## config.mk

```make
export PLATFORM = sky130hd
export DESIGN_NAME = ps2_cmd_sequencer
export DESIGN_NICKNAME = d
export VERILOG_FILES = /design/src/rtl/ps2_link_pkg.sv /design/src/rtl/ps2_timeout_timer.sv /design/src/rtl/ps2_cmd_sequencer.sv
export SDC_FILE = /design/constraint.sdc
export NUM_CORES = 1
export LEC_CHECK = 0
export ABC_AREA = 1
export CAP_MARGIN = 10
export CORE_MARGIN = 5
export CORE_UTILIZATION = 30
export DETAILED_ROUTE_END_ITERATION = 8
export HOLD_SLACK_MARGIN = 0.12
export PLACE_DENSITY = 0.64
export REMOVE_ABC_BUFFERS = 1
export SYNTH_ARGS = -nofsm -noshare
export SYNTH_HDL_FRONTEND = slang
export SYNTH_SLANG_ARGS = --single-unit
```

## constraint.sdc

```tcl
create_clock -name ck -period 2 [get_ports ck]
set_input_delay 0.4 -clock ck [delete_from_list [all_inputs] [get_ports ck]]
set_output_delay 0.4 -clock ck [all_outputs]
set_load 0.05 [all_outputs]
```

## src/rtl/ps2_link_pkg.sv

```systemverilog
// ---------------------------------------------------------------------------
// ps2_link_pkg
// Shared definitions for the host side of the PS/2 link: protocol byte
// values, the command-sequencer state encoding and the timeout counter width.
// ---------------------------------------------------------------------------
package ps2_link_pkg;

    // Device-to-host handshake bytes
    localparam logic [7:0] PS2_ACK       = 8'hFA;
    localparam logic [7:0] PS2_RESEND    = 8'hFE;

    // Common host-to-device commands
    localparam logic [7:0] PS2_CMD_LED   = 8'hED;
    localparam logic [7:0] PS2_CMD_RESET = 8'hFF;

    // 22 bits covers 20 ms at 100 MHz (2,000,000 cycles)
    localparam int TIMER_W = 22;

    typedef enum logic [2:0] {
        IDLE,
        SEND,
        WAIT_BUSY,
        WAIT_TX,
        WAIT_ACK,
        DONE,
        ERROR
    } ps2_seq_state_e;

    // Bytes the sequencer consumes itself while waiting for a device answer
    function automatic logic is_handshake(input logic [7:0] b);
        return (b == PS2_ACK) || (b == PS2_RESEND);
    endfunction

endpackage

```

## src/rtl/ps2_timeout_timer.sv

```systemverilog
// ---------------------------------------------------------------------------
// ps2_timeout_timer
// Free-running phase timer. Counts clock cycles since the last clr and
// saturates at LIMIT; hit stays high while the count sits at LIMIT.
//
// Ports
//   ck     in   system clock
//   reset  in   asynchronous active-high reset
//   clr    in   restart the count from zero on the next edge
//   hit    out  count has reached LIMIT
// ---------------------------------------------------------------------------
module ps2_timeout_timer
    import ps2_link_pkg::*;
#(
    parameter int LIMIT = 2000000
) (
    input  logic ck,
    input  logic reset,
    input  logic clr,
    output logic hit
);

    localparam logic [TIMER_W-1:0] LIM = TIMER_W'(LIMIT);

    logic [TIMER_W-1:0] count;

    always_ff @(posedge ck or posedge reset) begin
        if (reset) begin
            count <= '0;
        end else if (clr) begin
            count <= '0;
        end else if (count != LIM) begin
            count <= count + 1'b1;
        end
    end

    assign hit = (count == LIM);

endmodule

```

## src/rtl/ps2_cmd_sequencer.sv

```systemverilog
// ---------------------------------------------------------------------------
// ps2_cmd_sequencer
// Host-side command scheduler for the PS/2 link. Arbitrates the byte sender
// between two requesters (round-robin), sends one- or two-byte commands,
// waits for the device ACK after each byte and retries on RESEND or timeout.
// Received bytes that are not part of a handshake are forwarded.
//
// Ports
//   ck, reset              clock, asynchronous active-high reset
//   req0/req1              command requests, held until done or err
//   len0/len1              0 = one byte, 1 = two bytes
//   b0_0,b1_0 / b0_1,b1_1  first/second command byte per requester
//   gnt                    one-hot grant, held for the whole transaction
//   done / err             one-cycle completion / retries-exhausted pulses
//   tx_send, tx_byte       start pulse and byte to the sender
//   tx_busy                sender busy
//   rx_word_ready, rx_byte byte strobe and byte from the reader
//   rx_valid, rx_data      forwarded non-handshake bytes
// ---------------------------------------------------------------------------
module ps2_cmd_sequencer
    import ps2_link_pkg::*;
#(
    parameter int ACK_TIMEOUT = 2000000,
    parameter int MAX_RETRY   = 3
) (
    input  logic       ck,
    input  logic       reset,
    input  logic       req0,
    input  logic       req1,
    input  logic       len0,
    input  logic       len1,
    input  logic [7:0] b0_0,
    input  logic [7:0] b1_0,
    input  logic [7:0] b0_1,
    input  logic [7:0] b1_1,
    output logic [1:0] gnt,
    output logic       done,
    output logic       err,
    output logic       tx_send,
    output logic [7:0] tx_byte,
    input  logic       tx_busy,
    input  logic       rx_word_ready,
    input  logic [7:0] rx_byte,
    output logic       rx_valid,
    output logic [7:0] rx_data
);

    localparam int             RW   = (MAX_RETRY < 1) ? 1 : $clog2(MAX_RETRY + 1);
    localparam logic [RW-1:0]  RMAX = RW'(MAX_RETRY);

    ps2_seq_state_e state, state_next;

    logic          last_gnt;     // index of the requester granted last
    logic          len_q;
    logic [7:0]    b1_q;
    logic          idx;          // byte index within the command
    logic [RW-1:0] retry;

    logic          sel;          // arbitration winner index
    logic          load_first;
    logic          load_second;
    logic          retry_inc;
    logic          fail;
    logic          timer_clr;
    logic          timer_hit;

    // Round-robin: on contention the requester not granted last wins
    assign sel = (req0 && req1) ? ~last_gnt : req1;

    // One timer serves every wait phase; it restarts on any state change
    assign timer_clr = (state_next != state);

    ps2_timeout_timer #(
        .LIMIT (ACK_TIMEOUT)
    ) u_timer (
        .ck    (ck),
        .reset (reset),
        .clr   (timer_clr),
        .hit   (timer_hit)
    );

    always_comb begin
        state_next  = state;
        load_first  = 1'b0;
        load_second = 1'b0;
        retry_inc   = 1'b0;
        fail        = 1'b0;

        case (state)
            IDLE: begin
                if (req0 || req1) begin
                    load_first = 1'b1;
                    state_next = SEND;
                end
            end
            SEND: begin
                state_next = WAIT_BUSY;
            end
            WAIT_BUSY: begin
                if (tx_busy)        state_next = WAIT_TX;
                else if (timer_hit) fail       = 1'b1;
            end
            WAIT_TX: begin
                if (!tx_busy)       state_next = WAIT_ACK;
                else if (timer_hit) fail       = 1'b1;
            end
            WAIT_ACK: begin
                // A device answer beats a timeout arriving in the same cycle
                if (rx_word_ready && (rx_byte == PS2_ACK)) begin
                    if (!idx && len_q) begin
                        load_second = 1'b1;
                        state_next  = SEND;
                    end else begin
                        state_next  = DONE;
                    end
                end else if (rx_word_ready && (rx_byte == PS2_RESEND)) begin
                    fail = 1'b1;
                end else if (timer_hit) begin
                    fail = 1'b1;
                end
            end
            DONE:    state_next = IDLE;
            ERROR:   state_next = IDLE;
            default: state_next = IDLE;
        endcase

        if (fail) begin
            if (retry < RMAX) begin
                retry_inc  = 1'b1;
                state_next = SEND;
            end else begin
                state_next = ERROR;
            end
        end
    end

    always_ff @(posedge ck or posedge reset) begin
        if (reset) begin
            state    <= IDLE;
            gnt      <= 2'b00;
            last_gnt <= 1'b1;
            len_q    <= 1'b0;
            idx      <= 1'b0;
            retry    <= '0;
            tx_byte  <= 8'h00;
            tx_send  <= 1'b0;
        end else begin
            state   <= state_next;
            // Registered decode keeps req off any combinational path to tx_send
            tx_send <= (state == SEND);

            if (load_first) begin
                gnt      <= sel ? 2'b10 : 2'b01;
                last_gnt <= sel;
                len_q    <= sel ? len1 : len0;
                idx      <= 1'b0;
                retry    <= '0;
                tx_byte  <= sel ? b0_1 : b0_0;
            end

            if (load_second) begin
                idx     <= 1'b1;
                retry   <= '0;
                tx_byte <= b1_q;
            end

            if (retry_inc) begin
                retry <= retry + 1'b1;
            end

            // DONE and ERROR are the only ways back into IDLE
            if ((state == DONE) || (state == ERROR)) begin
                gnt <= 2'b00;
            end
        end
    end

    // Second command byte is pure data and only read after load_first
    always_ff @(posedge ck) begin
        if (load_first) begin
            b1_q <= sel ? b1_1 : b1_0;
        end
    end

    assign done     = (state == DONE);
    assign err      = (state == ERROR);
    assign rx_valid = rx_word_ready && !((state == WAIT_ACK) && is_handshake(rx_byte));
    assign rx_data  = rx_byte;

endmodule

```

Word level (Yosys, flattened, before mapping)

Cells that the tools add are included.

Bitwise gates (word level): 1
Reduce and logical (&&, ||, !) cells: 16
Equality and inequality tests: 11
$add $sub $neg: 2
Magnitude comparators: 1
Multiplexer cells: 37

Operator list:

| operator                | count |
|---|---|
| $mux W22                | 2 |
| $mux W8                 | 4 |
| $add A22 B1 Y22 const B | 1 |
| $eq A22 B21 Y1 const B  | 1 |
| $ne A22 B21 Y1 const B  | 1 |
| $mux W3                 | 7 |
| $eq A8 B8 Y1 const B    | 2 |
| $mux W1                 | 16 |
| $pmux W3 S5             | 1 |
| $mux W2                 | 6 |
| $eq A3 B3 Y1 const B    | 3 |
| $eq A3 B2 Y1 const B    | 2 |
| $logic_and A1 B1 Y1     | 6 |
| $reduce_bool A2 Y1      | 3 |
| $eq A3 B1 Y1 const B    | 1 |
| $logic_not A3 Y1        | 1 |
| $logic_or A1 B1 Y1      | 3 |
| $ne A3 B3 Y1            | 1 |
| $pmux W1 S3             | 1 |
| $reduce_bool A3 Y1      | 1 |
| $add A2 B1 Y2 const B   | 1 |
| $logic_not A1 Y1        | 2 |
| $lt A2 B2 Y1 const B    | 1 |
| $not A1 Y1              | 1 |

Input bits: 48
Output and inout bits: 22
Register bits after elaboration: 49

Longest topological paths before layout

Depth after elaboration: 8
Mapped depth: 16

By module

From an unflattened synthesis, not the netlist that was laid out.

Cell total of the unflattened synthesis: 421
Area total of the unflattened synthesis: 3129.3 um2

By module, submodules not included:

| module            | area each (um2) | times used | seq. area each (um2) | cells each |
|---|---|---|---|---|
| ps2_cmd_sequencer | 1695.4          | 1          | 716.9                | 221 |
| ps2_timeout_timer | 1433.9          | 1          | 550.5                | 200 |

Worst setup path after synthesis

Ideal clock, no wire load.

Path kind: register -> register
Start point: register state[0]
End point: register gnt[0]
Cell stages (with the launch flop): 6
Data arrival time: 1.916 ns
Required time: 1.880 ns
Slack: -0.036 ns
Cells stage by stage: dfrtp_1 inv_1 nor3_1 nor2_1 o21ai_0 nor2_1

Longest elaborated chain between the ends: 3

RTL lines:

| element                                              | line                     | source |
|---|---|---|
| start: declaration                                   | ps2_cmd_sequencer.sv:51  | `ps2_seq_state_e state, state_next;` |
| start signal: assignment                             | ps2_cmd_sequencer.sv:148 | `state <= state_next;` |
| $eq A3 B3 Y1 *                                       | n/a                      |  |
| named net done                                       | ps2_cmd_sequencer.sv:37  | `output logic done,` |
| $logic_or A1 B1 Y1 *                                 | ps2_cmd_sequencer.sv:172 | `if ((state == DONE) \|\| (state == ERROR)) begin` |
| $mux W2 / $reduce_bool A2 Y1 (equally long branches) | n/a                      |  |
| end signal: assignment                               | ps2_cmd_sequencer.sv:153 | `gnt <= sel ? 2'b10 : 2'b01;` |
| end: declaration                                     | ps2_cmd_sequencer.sv:36  | `output logic [1:0] gnt,` |

The timed path passes the listed nets; every way through them passes the cells marked *.
A chain may end at the register's enable or synchronous reset.

Worst setup path after layout

Start point: register u_timer.count[0]
End point: register u_timer.count[20]

Longest elaborated chain between the ends: 8

RTL lines:

| element                                               | line                                                                         | source |
|---|---|---|
| start: declaration                                    | ps2_timeout_timer.sv:25                                                      | `logic [TIMER_W-1:0] count;` |
| start signal: assignment                              | ps2_timeout_timer.sv:33                                                      | `count <= count + 1'b1;` |
| $eq A22 B21 Y1                                        | ps2_timeout_timer.sv:37                                                      | `assign hit = (count == LIM);` |
| $mux W1                                               | ps2_cmd_sequencer.sv:101, ps2_cmd_sequencer.sv:105, ps2_cmd_sequencer.sv:118 |  |
| $mux W1                                               | ps2_cmd_sequencer.sv:116                                                     | `end else if (rx_word_ready && (rx_byte == PS2_RESEND)) begin` |
| $mux W1                                               | ps2_cmd_sequencer.sv:109                                                     | `if (rx_word_ready && (rx_byte == PS2_ACK)) begin` |
| $pmux W1 S3                                           | ps2_cmd_sequencer.sv:89                                                      | `case (state)` |
| $mux W3                                               | ps2_cmd_sequencer.sv:127                                                     | `if (fail) begin` |
| $ne A3 B3 Y1                                          | ps2_cmd_sequencer.sv:71                                                      | `assign timer_clr = (state_next != state);` |
| $mux W22 / $reduce_bool A2 Y1 (equally long branches) | n/a                                                                          |  |

Several ways; a longest one is shown, not always the timed one. The select of a mux whose other input is x is not followed.

==> qor_table.md <==
| Stage | Parameter | Value |
|---|---|---|
| grt | Pin count of the biggest net entering global routing | 42 |
| place | Quantity of I/O buffers inserted on ports | 69 |
| finish | P&R area growth vs syn | 52.8% |
| place | Final estimated routing congestion in global placement | 0.873 |
| power | P per Cell Area | 1020 mW/mm^2 |
| setup path | Required @ worst endpoint | 2200 ps |
| setup path | Sequence of cells on the critical path | inv_2 > ha_4 > nand2_4 > nor2_4 > nand3_4 > nand2_4 > nand2_4 > nand2_4 > nand2_8 > nand2_4 > nand2_2 > nand2_2 > inv_2 > nand3_4 > buf_12 > nor2_4 |
| setup path | Cell occurring most often along the worst timing path | nand2_4 |
| setup path | Critical path start-end classification | reg2reg |
| yosys | Cell variety after synth | 32 |
| setup path | Logic depth of the worst path, buffers included | 16 |
| sta | Worst Hold Slack | 444 ps |
| finish | Final Cell Area | 0.00449 mm^2 |
| clocking | Clock latency of the later-clocked register in the worst-skew pair | 300 ps |
| power | Largest voltage drop on the vdd net | 0.563 mV |
| clocking | CTS sink count | 49 |
| grt | Number of global-route vias before repair | 2693 |
| power | Reg power frac | 30.4% |
| floorplanning | Number of rows created at floorplan | 36 |
| clocking | CTS tree | done |
| grt | Met2 routing resource usage after global routing | 20.7% |
| clocking | Clock-pin slew on the worst setup and hold paths | 90 ps |
| run | Max-capacitance violation count | 0 |
| min path | Class of the tightest hold or removal check | in2async |
| run status | Failing checks | setup timing |
| setup path | Element type at the critical path start | register |
| sta | Unrepaired setup endpoints after global routing | true |
| setup path | Biggest fanout along the worst timing path | 8 |
| yosys | Part of the Yosys area used for sequential elements | 43.2% |
| routing | DRT antenna net count | 0 |
| sta | Final setup margin | -6.94 ps |
| setup path | Number of buffer and inverter instances along the worst setup path | 3 |
| sta | Crit path time final | 2010 ps |
| routing | Wire length per cell | 12.0 um |
| grt | Remaining global-route overflow | 0 |
| clocking | Clock tree root driver cell | clkbuf_8 |
| power | Static Leakage | 1.96 nW |
| sta | Fmax | 498 MHz |
| power | Internal power component | 0.00256 W |
| clocking | Number of buffers between clock root and the deepest sink | 2 |
| place | Post-Place Cell Area | 0.00409 mm^2 |
| clocking | H-tree Lvls | 2 |
| floorplanning | Full die area | 0.0119 mm^2 |
| setup path | Crit path DAT | 2200 ps |
| clocking | Total clock buffers created by CTS | 5 |
| setup path | Worst R2R Path Depth | 16 |
| finish | Share of layout cells above drive strength 1 | 33.3% |
| floorplanning | DIE HEIGHT | 109 um |
| setup path | Slowest stage cell on the critical path | dfrtp_1 |
| grt | First-pass GRT wire length | 11.6 mm |
| grt | Overall Global Routing Usage | 11.9% |
| sta | Final hold violations | 0 |
| routing | Vias after detailed routing | 2533 |
| grt | Initial antenna violation count | 0 |
| floorplanning | Boundary Pins | 70 |
| sta | Final Max Tran Viols | 0 |
| routing | DRT Wirelength | 6.97 mm |
| floorplanning | X dimension of the die | 109 um |
| yosys | Syn avg cell area | 8.56 um^2 |
| yosys | Netlist area before placement | 0.00294 mm^2 |
| finish | Commonest non-fill, non-tap cells in the layout | nand2_1, clkdlybuf4s50_1, dfrtp_1 |
| sta | Tightest slew margin relative to the limit | 64.0% |
| routing | # DRC | 0 |
| grt | Met3 layer usage reported by global route | 4.85% |
| finish | Number of antenna repair diodes | 0 |
| power | Logic gate share of total power | 56.3% |
| run status | Status | finished, violations left |
| power | Portion of total power attributed to the clock network | 13.3% |
| finish | Net count, final | 497 |
| sta | Worst-Margin Slew | 539 ps |
| power | Sw frac | 44.0% |
| grt | Global-route layer with the greatest usage | met2 |
| sta | Final number of setup-violating endpoints | 5 |
| routing | Mean number of vias per cell | 4.37 |
| sta | Final worst path period share | 100% |
| floorplanning | Starting density of the core | 30.5% |
| setup path | Type of destination of the critical path | register |
| sta | Worst Skew | 9.12 ps |
| routing | First DRT Iteration DRCs | 65 |
| yosys | Seq cells post-synth | 49 |
| grt | Met1 Use GR | 13.7% |
| place | Placed wire-length estimate | 5.07 mm |
| setup path | Gate family responsible for the most delay along the worst path | simple AND/OR/NAND/NOR gates |
| power | Power spent charging and discharging nets | 0.00201 W |
| floorplanning | Area of the core region | 0.00964 mm^2 |
| yosys | Cell count after synthesis | 343 |
| setup path | CP peak stage delay | 430 ps |
| routing | TritonRoute pass-1 iters | 4 |
| finish | Most common library cell in the layout ignoring fill and taps | nand2_1 |
| yosys | Total of warnings raised by yosys | 0 |
-- through the flow --
step	power, W	instances	util [%]	setup TNS (ps)	setup WS, ps
final	0.00457	580	46.5	-23.8	-6.94
after global routing	0.00488	580	46.5	-2310	-158
after CTS	0.00433	569	43.6	0	7.34
after detailed placement	0.00368	561	42.4	-7800	-335
after global placement	0.00366	561	42.4	-6060	-267
after floorplan	0.00271	327	-	-2740	-139
-- tightest hold or removal path: cells and delay by family --
kind	cells	cell delay, ps
buf+inv	3	720
-- path summary, 6_finish.rpt --
kind / startpoint / endpoint / slack (ps)
max in group asynchronous: reset / last_gnt / 1300
setup reg to reg: u_timer.count[0] / u_timer.count[20] / -7
min in group ck: b1_q[2] / tx_byte[2] / 480
hold / removal: reset / tx_byte[6] / 440
setup / recovery: u_timer.count[0] / u_timer.count[20] / -7
hold reg to reg: b1_q[2] / tx_byte[2] / 480
-- cell usage after synthesis, drive strengths merged --
cell type  number  share of area (%)
nor2           62                 15
xor2           12                3.6
nor3            5                1.0
o211ai          1               0.26
ha              3                1.3
clkbuf          5               0.64
nand3          23                4.8
edfxtp          8                8.2
dfstp           1               0.90
dfrtp          40                 34
a21oi           3               0.90
nand4           3               0.85
xnor2           8                2.4
a31oi           1               0.21
inv            31                4.0
nand2          94                 13
o22ai           1               0.21
buf            11                3.2
o21ai          30                5.1
a21o            1               0.26
-- timing repair --
action                                  CTS  global route
hold buffers                              0             0
resized for setup                         6            46
endpoints found under the setup margin   21            24
gates cloned                              0             1
setup buffers                             0            10
pin swaps                                 0            20
-- layer usage --
layer / vias up / part of all wire (%)
li1: 1276 / -
met1: 1187 / 41
met2: 60 / 50
met3: 10 / 7.2
met4: 0 / 1.3
met5: - / 0
-- power groups by stage --
stage / logic [W] / registers, W / clock network (W)
6_report: 0.00258 / 0.00139 / 0.000606
5_1_grt: 0.00279 / 0.00142 / 0.000666
4_1_cts: 0.00233 / 0.00137 / 0.000628
3_5_place_dp: 0.00230 / 0.00139 / 0
3_3_place_gp: 0.00227 / 0.00138 / 0
2_1_floorplan: 0.000970 / 0.00174 / 0
-- state kept, by name, summed over array words and instances, names as in the netlist --
name	cells
tx_byte	8
idx	1
b1_q	8
last_gnt	1
len_q	1
tx_send	1
retry	2
gnt	2
u_timer.count	22
state	3
-- logic make-up (layout without fill, tap and decap cells) --
| group | after synthesis | after routing | share of synthesized area, % |
|---|---|---|---|
| compound gates | 37 | 37 | 6.95 |
| xor+xnor | 20 | 20 | 5.97 |
| fa+ha+maj | 3 | 3 | 1.28 |
| buf+inv | 47 | 151 | 7.84 |
| flops | 49 | 49 | 43.2 |
| simple gates | 187 | 187 | 34.8 |
-- area by class of cell --
cell class                 count  area, um^2
tap                          133         166
multi-input combinational    247        1630
sequential                    49        1270
inverter                      31         116
clock inverter                 2        8.76
fill                         928        5150
timing repair buffer         112        1210
clock buffer                   6        82.6
(Power assumes the default switching activity.)
